<file path="config.mk">
export PLATFORM = sky130hd
export DESIGN_NAME = mouse_transmitter_flat
export DESIGN_NICKNAME = d
export VERILOG_FILES = /design/src/rtl/mouse_transmitter_if.sv /design/src/rtl/mouse_transmitter.sv /design/src/flat_wrapper.sv
export SDC_FILE = /design/constraint.sdc
export NUM_CORES = 1
export LEC_CHECK = 0
export CAP_MARGIN = 20
export CORE_MARGIN = 1.5
export CORE_UTILIZATION = 47
export CTS_CLUSTER_SIZE = 10
export DETAILED_ROUTE_END_ITERATION = 7
export GPL_ROUTABILITY_DRIVEN = 0
export HOLD_SLACK_MARGIN = 0.02
export PLACE_DENSITY_LB_ADDON = 0.2
export SLEW_MARGIN = 20
export SYNTH_ARGS = -nofsm -noshare
export SYNTH_HDL_FRONTEND = slang
export SYNTH_SLANG_ARGS = --single-unit
</file>
<file path="constraint.sdc">
create_clock -name CLK -period 3.13 [get_ports CLK]
set_input_delay 0.7825 -clock CLK [delete_from_list [all_inputs] [get_ports CLK]]
set_output_delay 0.7825 -clock CLK [all_outputs]
set_load 0.03 [all_outputs]
</file>
<file path="src/rtl/mouse_transmitter_if.sv">
// Command-side and pad-side signals of the PS/2 host-to-device transmitter.
// master = mouse master FSM plus pad inputs; slave = the transmitter itself.
interface mouse_transmitter_if;
  logic       SEND_BYTE;
  logic [7:0] BYTE_TO_SEND;
  logic       CLK_MOUSE_IN;
  logic       DATA_MOUSE_IN;
  logic       CLK_MOUSE_OUT_EN;
  logic       DATA_MOUSE_OUT;
  logic       DATA_MOUSE_OUT_EN;
  logic       BUSY;
  logic       BYTE_SENT;
  logic [1:0] BYTE_ERROR_CODE;

  modport master (
    output SEND_BYTE, BYTE_TO_SEND, CLK_MOUSE_IN, DATA_MOUSE_IN,
    input  CLK_MOUSE_OUT_EN, DATA_MOUSE_OUT, DATA_MOUSE_OUT_EN,
           BUSY, BYTE_SENT, BYTE_ERROR_CODE
  );

  modport slave (
    input  SEND_BYTE, BYTE_TO_SEND, CLK_MOUSE_IN, DATA_MOUSE_IN,
    output CLK_MOUSE_OUT_EN, DATA_MOUSE_OUT, DATA_MOUSE_OUT_EN,
           BUSY, BYTE_SENT, BYTE_ERROR_CODE
  );
endinterface

</file>
<file path="src/rtl/mouse_transmitter.sv">
// PS/2 host-to-device transmitter: sends one command byte to the mouse over
// the shared open-drain clock/data pads, reporting timeout / missing ACK.
//   state        | meaning
//   S_IDLE       | lines released, waiting for SEND_BYTE
//   S_CLK_HOLD   | pulling mouse clock low (request-to-send)
//   S_DATA_SETUP | clock still low, data driven 0 (start bit)
//   S_SEND       | clock released, shifting data/parity/stop on device edges
//   S_WAIT_ACK   | waiting for the ACK falling edge
//   S_WAIT_IDLE  | waiting for both lines to return high
//   S_DONE       | BYTE_SENT pulse, back to idle
module mouse_transmitter #(
  parameter int T_CLK_HOLD   = 5000,
  parameter int T_DATA_SETUP = 100,
  parameter int T_TIMEOUT    = 50000
) (
  input logic               CLK,
  input logic               RESETN,
  mouse_transmitter_if.slave bus
);

  localparam logic [2:0] S_IDLE       = 3'd0;
  localparam logic [2:0] S_CLK_HOLD   = 3'd1;
  localparam logic [2:0] S_DATA_SETUP = 3'd2;
  localparam logic [2:0] S_SEND       = 3'd3;
  localparam logic [2:0] S_WAIT_ACK   = 3'd4;
  localparam logic [2:0] S_WAIT_IDLE  = 3'd5;
  localparam logic [2:0] S_DONE       = 3'd6;

  localparam logic [15:0] HOLD_LOAD  = 16'(T_CLK_HOLD - 1);
  localparam logic [15:0] SETUP_LOAD = 16'(T_DATA_SETUP - 1);
  localparam logic [15:0] TO_LOAD    = 16'(T_TIMEOUT - 1);

  logic [2:0]  state;
  logic [15:0] phase_tmr;
  logic [15:0] to_tmr;
  logic [3:0]  bit_cnt;
  logic [7:0]  byte_q;
  logic        parity_q;
  logic        clk_s1, clk_s2, clk_prev;
  logic        data_s1, data_s2;
  logic        dev_fall;

  logic        clk_en_q;
  logic        data_out_q;
  logic        data_en_q;
  logic        busy_q;
  logic        byte_sent_q;
  logic [1:0]  err_q;

  assign dev_fall = clk_prev & ~clk_s2;

  always_ff @(posedge CLK or negedge RESETN) begin
    if (!RESETN) begin
      state       <= S_IDLE;
      phase_tmr   <= '0;
      to_tmr      <= '0;
      bit_cnt     <= '0;
      byte_q      <= '0;
      parity_q    <= 1'b0;
      clk_s1      <= 1'b1;
      clk_s2      <= 1'b1;
      clk_prev    <= 1'b1;
      data_s1     <= 1'b1;
      data_s2     <= 1'b1;
      clk_en_q    <= 1'b0;
      data_out_q  <= 1'b1;
      data_en_q   <= 1'b0;
      busy_q      <= 1'b0;
      byte_sent_q <= 1'b0;
      err_q       <= 2'b00;
    end else begin
      clk_s1      <= bus.CLK_MOUSE_IN;
      clk_s2      <= clk_s1;
      clk_prev    <= clk_s2;
      data_s1     <= bus.DATA_MOUSE_IN;
      data_s2     <= data_s1;
      byte_sent_q <= 1'b0;

      case (state)
        S_IDLE: begin
          if (bus.SEND_BYTE) begin
            byte_q    <= bus.BYTE_TO_SEND;
            parity_q  <= ~^bus.BYTE_TO_SEND;
            err_q     <= 2'b00;
            bit_cnt   <= '0;
            phase_tmr <= HOLD_LOAD;
            clk_en_q  <= 1'b1;
            busy_q    <= 1'b1;
            state     <= S_CLK_HOLD;
          end
        end

        S_CLK_HOLD: begin
          if (phase_tmr == 16'd0) begin
            phase_tmr  <= SETUP_LOAD;
            data_en_q  <= 1'b1;
            data_out_q <= 1'b0;
            state      <= S_DATA_SETUP;
          end else begin
            phase_tmr <= phase_tmr - 16'd1;
          end
        end

        S_DATA_SETUP: begin
          if (phase_tmr == 16'd0) begin
            clk_en_q <= 1'b0;
            to_tmr   <= TO_LOAD;
            state    <= S_SEND;
          end else begin
            phase_tmr <= phase_tmr - 16'd1;
          end
        end

        S_SEND, S_WAIT_ACK, S_WAIT_IDLE: begin
          if (dev_fall) to_tmr <= TO_LOAD;
          else          to_tmr <= to_tmr - 16'd1;

          // A device edge in the terminal cycle still counts as activity.
          if (!dev_fall && to_tmr == 16'd0) begin
            err_q[0]    <= 1'b1;
            clk_en_q    <= 1'b0;
            data_en_q   <= 1'b0;
            data_out_q  <= 1'b1;
            byte_sent_q <= 1'b1;
            state       <= S_DONE;
          end else if (state == S_SEND) begin
            if (dev_fall) begin
              bit_cnt <= bit_cnt + 4'd1;
              if (bit_cnt < 4'd8) begin
                data_out_q <= byte_q[bit_cnt[2:0]];
              end else if (bit_cnt == 4'd8) begin
                data_out_q <= parity_q;
              end else begin
                data_en_q  <= 1'b0;
                data_out_q <= 1'b1;
                state      <= S_WAIT_ACK;
              end
            end
          end else if (state == S_WAIT_ACK) begin
            if (dev_fall) begin
              if (data_s2) err_q[1] <= 1'b1;
              state <= S_WAIT_IDLE;
            end
          end else begin
            if (clk_s2 && data_s2) begin
              byte_sent_q <= 1'b1;
              state       <= S_DONE;
            end
          end
        end

        S_DONE: begin
          busy_q <= 1'b0;
          state  <= S_IDLE;
        end

        default: state <= S_IDLE;
      endcase
    end
  end

  assign bus.CLK_MOUSE_OUT_EN  = clk_en_q;
  assign bus.DATA_MOUSE_OUT    = data_out_q;
  assign bus.DATA_MOUSE_OUT_EN = data_en_q;
  assign bus.BUSY              = busy_q;
  assign bus.BYTE_SENT         = byte_sent_q;
  assign bus.BYTE_ERROR_CODE   = err_q;

endmodule

</file>
<file path="src/flat_wrapper.sv">
// flat-port wrapper written by rule: the top's interface ports become plain ports
module mouse_transmitter_flat 
#(
  parameter int T_CLK_HOLD   = 5000,
  parameter int T_DATA_SETUP = 100,
  parameter int T_TIMEOUT    = 50000
)
  (CLK, RESETN, bus_SEND_BYTE, bus_BYTE_TO_SEND, bus_CLK_MOUSE_IN, bus_DATA_MOUSE_IN, bus_CLK_MOUSE_OUT_EN, bus_DATA_MOUSE_OUT, bus_DATA_MOUSE_OUT_EN, bus_BUSY, bus_BYTE_SENT, bus_BYTE_ERROR_CODE);
  mouse_transmitter_if bus_i ();
  input logic CLK;
  input logic RESETN;
  input wire logic [$bits(bus_i.SEND_BYTE)-1:0] bus_SEND_BYTE;
  input wire logic [$bits(bus_i.BYTE_TO_SEND)-1:0] bus_BYTE_TO_SEND;
  input wire logic [$bits(bus_i.CLK_MOUSE_IN)-1:0] bus_CLK_MOUSE_IN;
  input wire logic [$bits(bus_i.DATA_MOUSE_IN)-1:0] bus_DATA_MOUSE_IN;
  output wire logic [$bits(bus_i.CLK_MOUSE_OUT_EN)-1:0] bus_CLK_MOUSE_OUT_EN;
  output wire logic [$bits(bus_i.DATA_MOUSE_OUT)-1:0] bus_DATA_MOUSE_OUT;
  output wire logic [$bits(bus_i.DATA_MOUSE_OUT_EN)-1:0] bus_DATA_MOUSE_OUT_EN;
  output wire logic [$bits(bus_i.BUSY)-1:0] bus_BUSY;
  output wire logic [$bits(bus_i.BYTE_SENT)-1:0] bus_BYTE_SENT;
  output wire logic [$bits(bus_i.BYTE_ERROR_CODE)-1:0] bus_BYTE_ERROR_CODE;
  assign bus_i.SEND_BYTE = bus_SEND_BYTE;
  assign bus_i.BYTE_TO_SEND = bus_BYTE_TO_SEND;
  assign bus_i.CLK_MOUSE_IN = bus_CLK_MOUSE_IN;
  assign bus_i.DATA_MOUSE_IN = bus_DATA_MOUSE_IN;
  assign bus_CLK_MOUSE_OUT_EN = bus_i.CLK_MOUSE_OUT_EN;
  assign bus_DATA_MOUSE_OUT = bus_i.DATA_MOUSE_OUT;
  assign bus_DATA_MOUSE_OUT_EN = bus_i.DATA_MOUSE_OUT_EN;
  assign bus_BUSY = bus_i.BUSY;
  assign bus_BYTE_SENT = bus_i.BYTE_SENT;
  assign bus_BYTE_ERROR_CODE = bus_i.BYTE_ERROR_CODE;
  mouse_transmitter #(.T_CLK_HOLD(T_CLK_HOLD), .T_DATA_SETUP(T_DATA_SETUP), .T_TIMEOUT(T_TIMEOUT)) u_core (.CLK(CLK), .RESETN(RESETN), .bus(bus_i));
endmodule
</file>
==> flow_metrics.tcl <==
set metrics [dict create \
    synth.avg_cell_area_sq_um 9.32 \
    ir_worst_vdd_mv 0.480 \
    clockBufferDepth 2 \
    critPathKind "register to register" \
    cts_made_buffers 9 \
    dp_cells 476 \
    fp.dieW_um 88.3 \
    synth_top_area_cell "dfrtp_1" \
    synth_adder_area_share_pct 1.83 \
    fmax_mhz 372 \
    grt-ovfl-total 0 \
    path_cells "inv_1 -> ha_1 -> or4b_4 -> nor4_4 -> buf_4 -> o22a_1 -> o21ai_0 -> o311ai_0" \
    synth_seq_cells 60 \
    synth_top_family_by_area "simple AND/OR/NAND/NOR gates" \
    vias_per_cell 5.91 \
    finClkSkew_ps 8.78 \
    antenna_cells 0 \
    period_needed_ps 2690 \
    die-height_um 88.3 \
    synthSimpleGateAreaFrac_pct 22.6 \
    vias 2906 \
    drcViolationCount 0 \
    cap_violations 0 \
    cts.sinks 60 \
    min_path_cells 0 \
    routedWlPerCell_um 15.7 \
    cts-root-buf "clkbuf_8" \
    place_worst_setup_slack_ps 427 \
    hold_path_class "register to register" \
    ff2ff_setup_slack_ps 440 \
    worstSetupStartpointType "register" \
    yosysUniqueCellTypes 68 \
    syn-cell-area_sq_um 3420 \
    grtUsageTotal_pct 21.9 \
    run_status "complete, no violations" \
    finalPower_mw 3.54 \
    synthTopCellsByArea "dfrtp_1 (40%), nand2_1 (4.9%), dfstp_2 (4.6%), o21ai_0 (2.9%), o21ai_1 (2.8%)" \
    synthesis.instances 367 \
    fin_hold_ws_ps 357 \
    grt_max_degree 34 \
    slew_violations 0 \
    r2r_start "u_core.phase_tmr[0]" \
    fp-row-count 30 \
    required_ps 3340 \
    insertion_delay_ps 340 \
    cts.repair.resized 0 \
    grt_pass1_vias 2716 \
    syn_nets 385 \
    first_pass_iters 4 \
    fp.dieArea_sq_um 7800 \
    dp_hpwl_um 5490 \
    rsz0062_at_grt "false" \
    fin_setup_tns_ps 0 \
    cp-end-kind "register" \
    drt_iter0_markers 239 \
    stdcell_count 492 \
    hold_violations 0 \
    fin_ws_ps 443 \
    async_flop_share_pct 100 \
    nets 409 \
    postRouteAntennaNets 0 \
    final_util_pct 57.8 \
    crit_slowest_cell "or4b_4" \
    grt_first_pass_wirelength_um 13100 \
    synth-xor-area-share_pct 2.56 \
    worst_pin_slew_ps 650 \
    wl_um 7710 \
    min_from "u_core.clk_s1" \
    worst_ep_arrival_time_ps 2890 \
    clk_pin_slew_worst_paths_ps 70 \
    period_share_pct 85.8 \
    r2r-end "u_core.phase_tmr[2]" \
    synth_compound_area_share_pct 21.9 \
    port_buffers 19 \
    min_to "u_core.clk_s2" \
    yosysTopAreaCellShare_pct 39.5 \
    cpLargestDelayFamily "simple AND/OR/NAND/NOR gates" \
    io_pins 20 \
    layout-drive-gt1-share_pct 14.4 \
    p_per_area_nw_per_um2 885 \
    design_area_sq_um 3990 \
    synth_seq_area_share_pct 44.1 \
    synth_flop_cell "dfrtp_1" \
    muxShareOfSynthArea_pct 3.22 \
    cp.depth 8 \
    start_util_pct 49.5 \
    core_sq_um 6910 \
    cpPeakStageDelay_ps 510 \
    cts_tree "yes" \
    fillers 638 \
    htreeDepth 3 \
    synth_edf_count 0 \
    leakage_nw 1.63 \
    slew_headroom_pct 56.7 \
    finalSetupViolations 0 \
    crit_buf_inv 2 \
    syn_to_final_growth_pct 16.8 \
    ys_warn_count 0 \
    antenna_found_initial 0 \
    postCtsSetupRepairBufs 0 \
    critical_path_peak_fanout 16 \
    r2r.worst_path.cells 8 \
    cts_hold_buf 0 \
    placed_cell_area_sq_um 3740 \
]
where the power goes:
part           leakage, nW  internal (mW)  switching (mW)
clock                0.122          0.550           0.309
sequential           0.716          0.963           0.181
combinational        0.794          0.598           0.936
total                 1.63           2.11            1.43
how the worst max path moves through the flow:
| stage | start | end | slack [ps] |
|---|---|---|---|
| floorplan | u_core.state[1] | u_core.state[2] | 490 |
| global placement | bus_SEND_BYTE | u_core.bit_cnt[3] | 490 |
| detailed placement | bus_SEND_BYTE | u_core.bit_cnt[3] | 430 |
| CTS | u_core.phase_tmr[0] | u_core.phase_tmr[5] | 460 |
| global route | u_core.phase_tmr[0] | u_core.phase_tmr[2] | 130 |
| finish | u_core.phase_tmr[0] | u_core.phase_tmr[2] | 440 |
synth_stat cells, types with 4 or more instances:
master    count
nand2_1      45
xnor2_1       7
a31oi_1       4
o21ai_1      19
nor2_1       25
a21oi_1      14
nor4_1        9
clkbuf_1     13
nor3_1       14
or3_1         8
nand3_1       6
nand2b_1      5
or2_2         4
dfstp_2       6
inv_1        12
ha_1          5
or4_1         6
o21ai_0      20
mux2i_1       5
dfrtp_1      54
o311ai_0      4
o31ai_1       4
worst register-to-register path: cells and delay by family (launching register included):
family,cells,cell delay (ps)
flip-flops,1,390
adder cells (fa/ha/maj),1,160
AND/OR/NAND/NOR,2,920
buffers and inverters,2,340
AO/OA/AOI/OAI,3,770
metal layers:
| metal | share of wire [%] | GRT usage, % | up-vias |
|---|---|---|---|
| met5 | 0 | 0 | - |
| met4 | 1.6 | 8.38 | 0 |
| met3 | 5.1 | 5.32 | 13 |
| met2 | 44 | 32.5 | 88 |
| met1 | 49 | 31.2 | 1395 |
| li1 | - | - | 1410 |
cells by family (layout without fill, tap and decap cells):
logic type / after synthesis / count (layout)
AOI/OAI and AO/OA: 108 / 108
buffers and inverters: 30 / 59
adders and majority gates: 5 / 5
DFF: 60 / 60
and+or+nand+nor: 145 / 145
muxes: 9 / 9
xor gates and xnor gates: 10 / 10
cell type report:
type	count	area, sq um	share of cell area (%)
Clock buffer	10	138	3.45
Sequential cell	60	1510	37.8
Inverter	12	45.0	1.13
Tap cell	96	120	3.01
Multi-Input combinational cell	277	1780	44.6
Timing Repair Buffer	31	288	7.21
Clock inverter	6	111	2.79
flip-flops by register name, indices dropped and copies added, names as in the netlist:
| register | cells |
|---|---|
| u_core.phase_tmr | 16 |
| u_core.bus.BYTE_ERROR_CODE | 2 |
| u_core.clk_s2 | 1 |
| u_core.bus.BYTE_SENT | 1 |
| u_core.bus.CLK_MOUSE_OUT_EN | 1 |
| u_core.data_s1 | 1 |
| u_core.bus.DATA_MOUSE_OUT | 1 |
| u_core.bit_cnt | 4 |
| u_core.clk_s1 | 1 |
| u_core.to_tmr | 16 |
| u_core.bus.BUSY | 1 |
| u_core.clk_prev | 1 |
| u_core.bus.DATA_MOUSE_OUT_EN | 1 |
| u_core.state | 3 |
| u_core.parity_q | 1 |
| u_core.data_s2 | 1 |
| u_core.byte_q | 8 |
placed cells by master, fill, tap and decap left out, types with 4 or more instances in the layout:
master | Yosys | final
nand2b_1 | 5 | 5
mux2i_1 | 5 | 5
xnor2_1 | 7 | 7
o311ai_0 | 4 | 4
nor3_1 | 14 | 14
clkdlybuf4s50_1 | 0 | 18
o21ai_0 | 20 | 20
nand3_1 | 6 | 6
a31oi_1 | 4 | 4
nand2_1 | 45 | 45
nor4_1 | 9 | 9
o21ai_1 | 19 | 19
nor2_1 | 25 | 25
dfrtp_1 | 54 | 54
or2_2 | 4 | 4
inv_1 | 12 | 12
dfstp_2 | 6 | 6
or3_1 | 8 | 8
buf_4 | 1 | 11
clkbuf_8 | 0 | 10
or4_1 | 6 | 6
o31ai_1 | 4 | 4
ha_1 | 5 | 5
a21oi_1 | 14 | 14
Note: power is estimated with default switching activity, not from simulation.
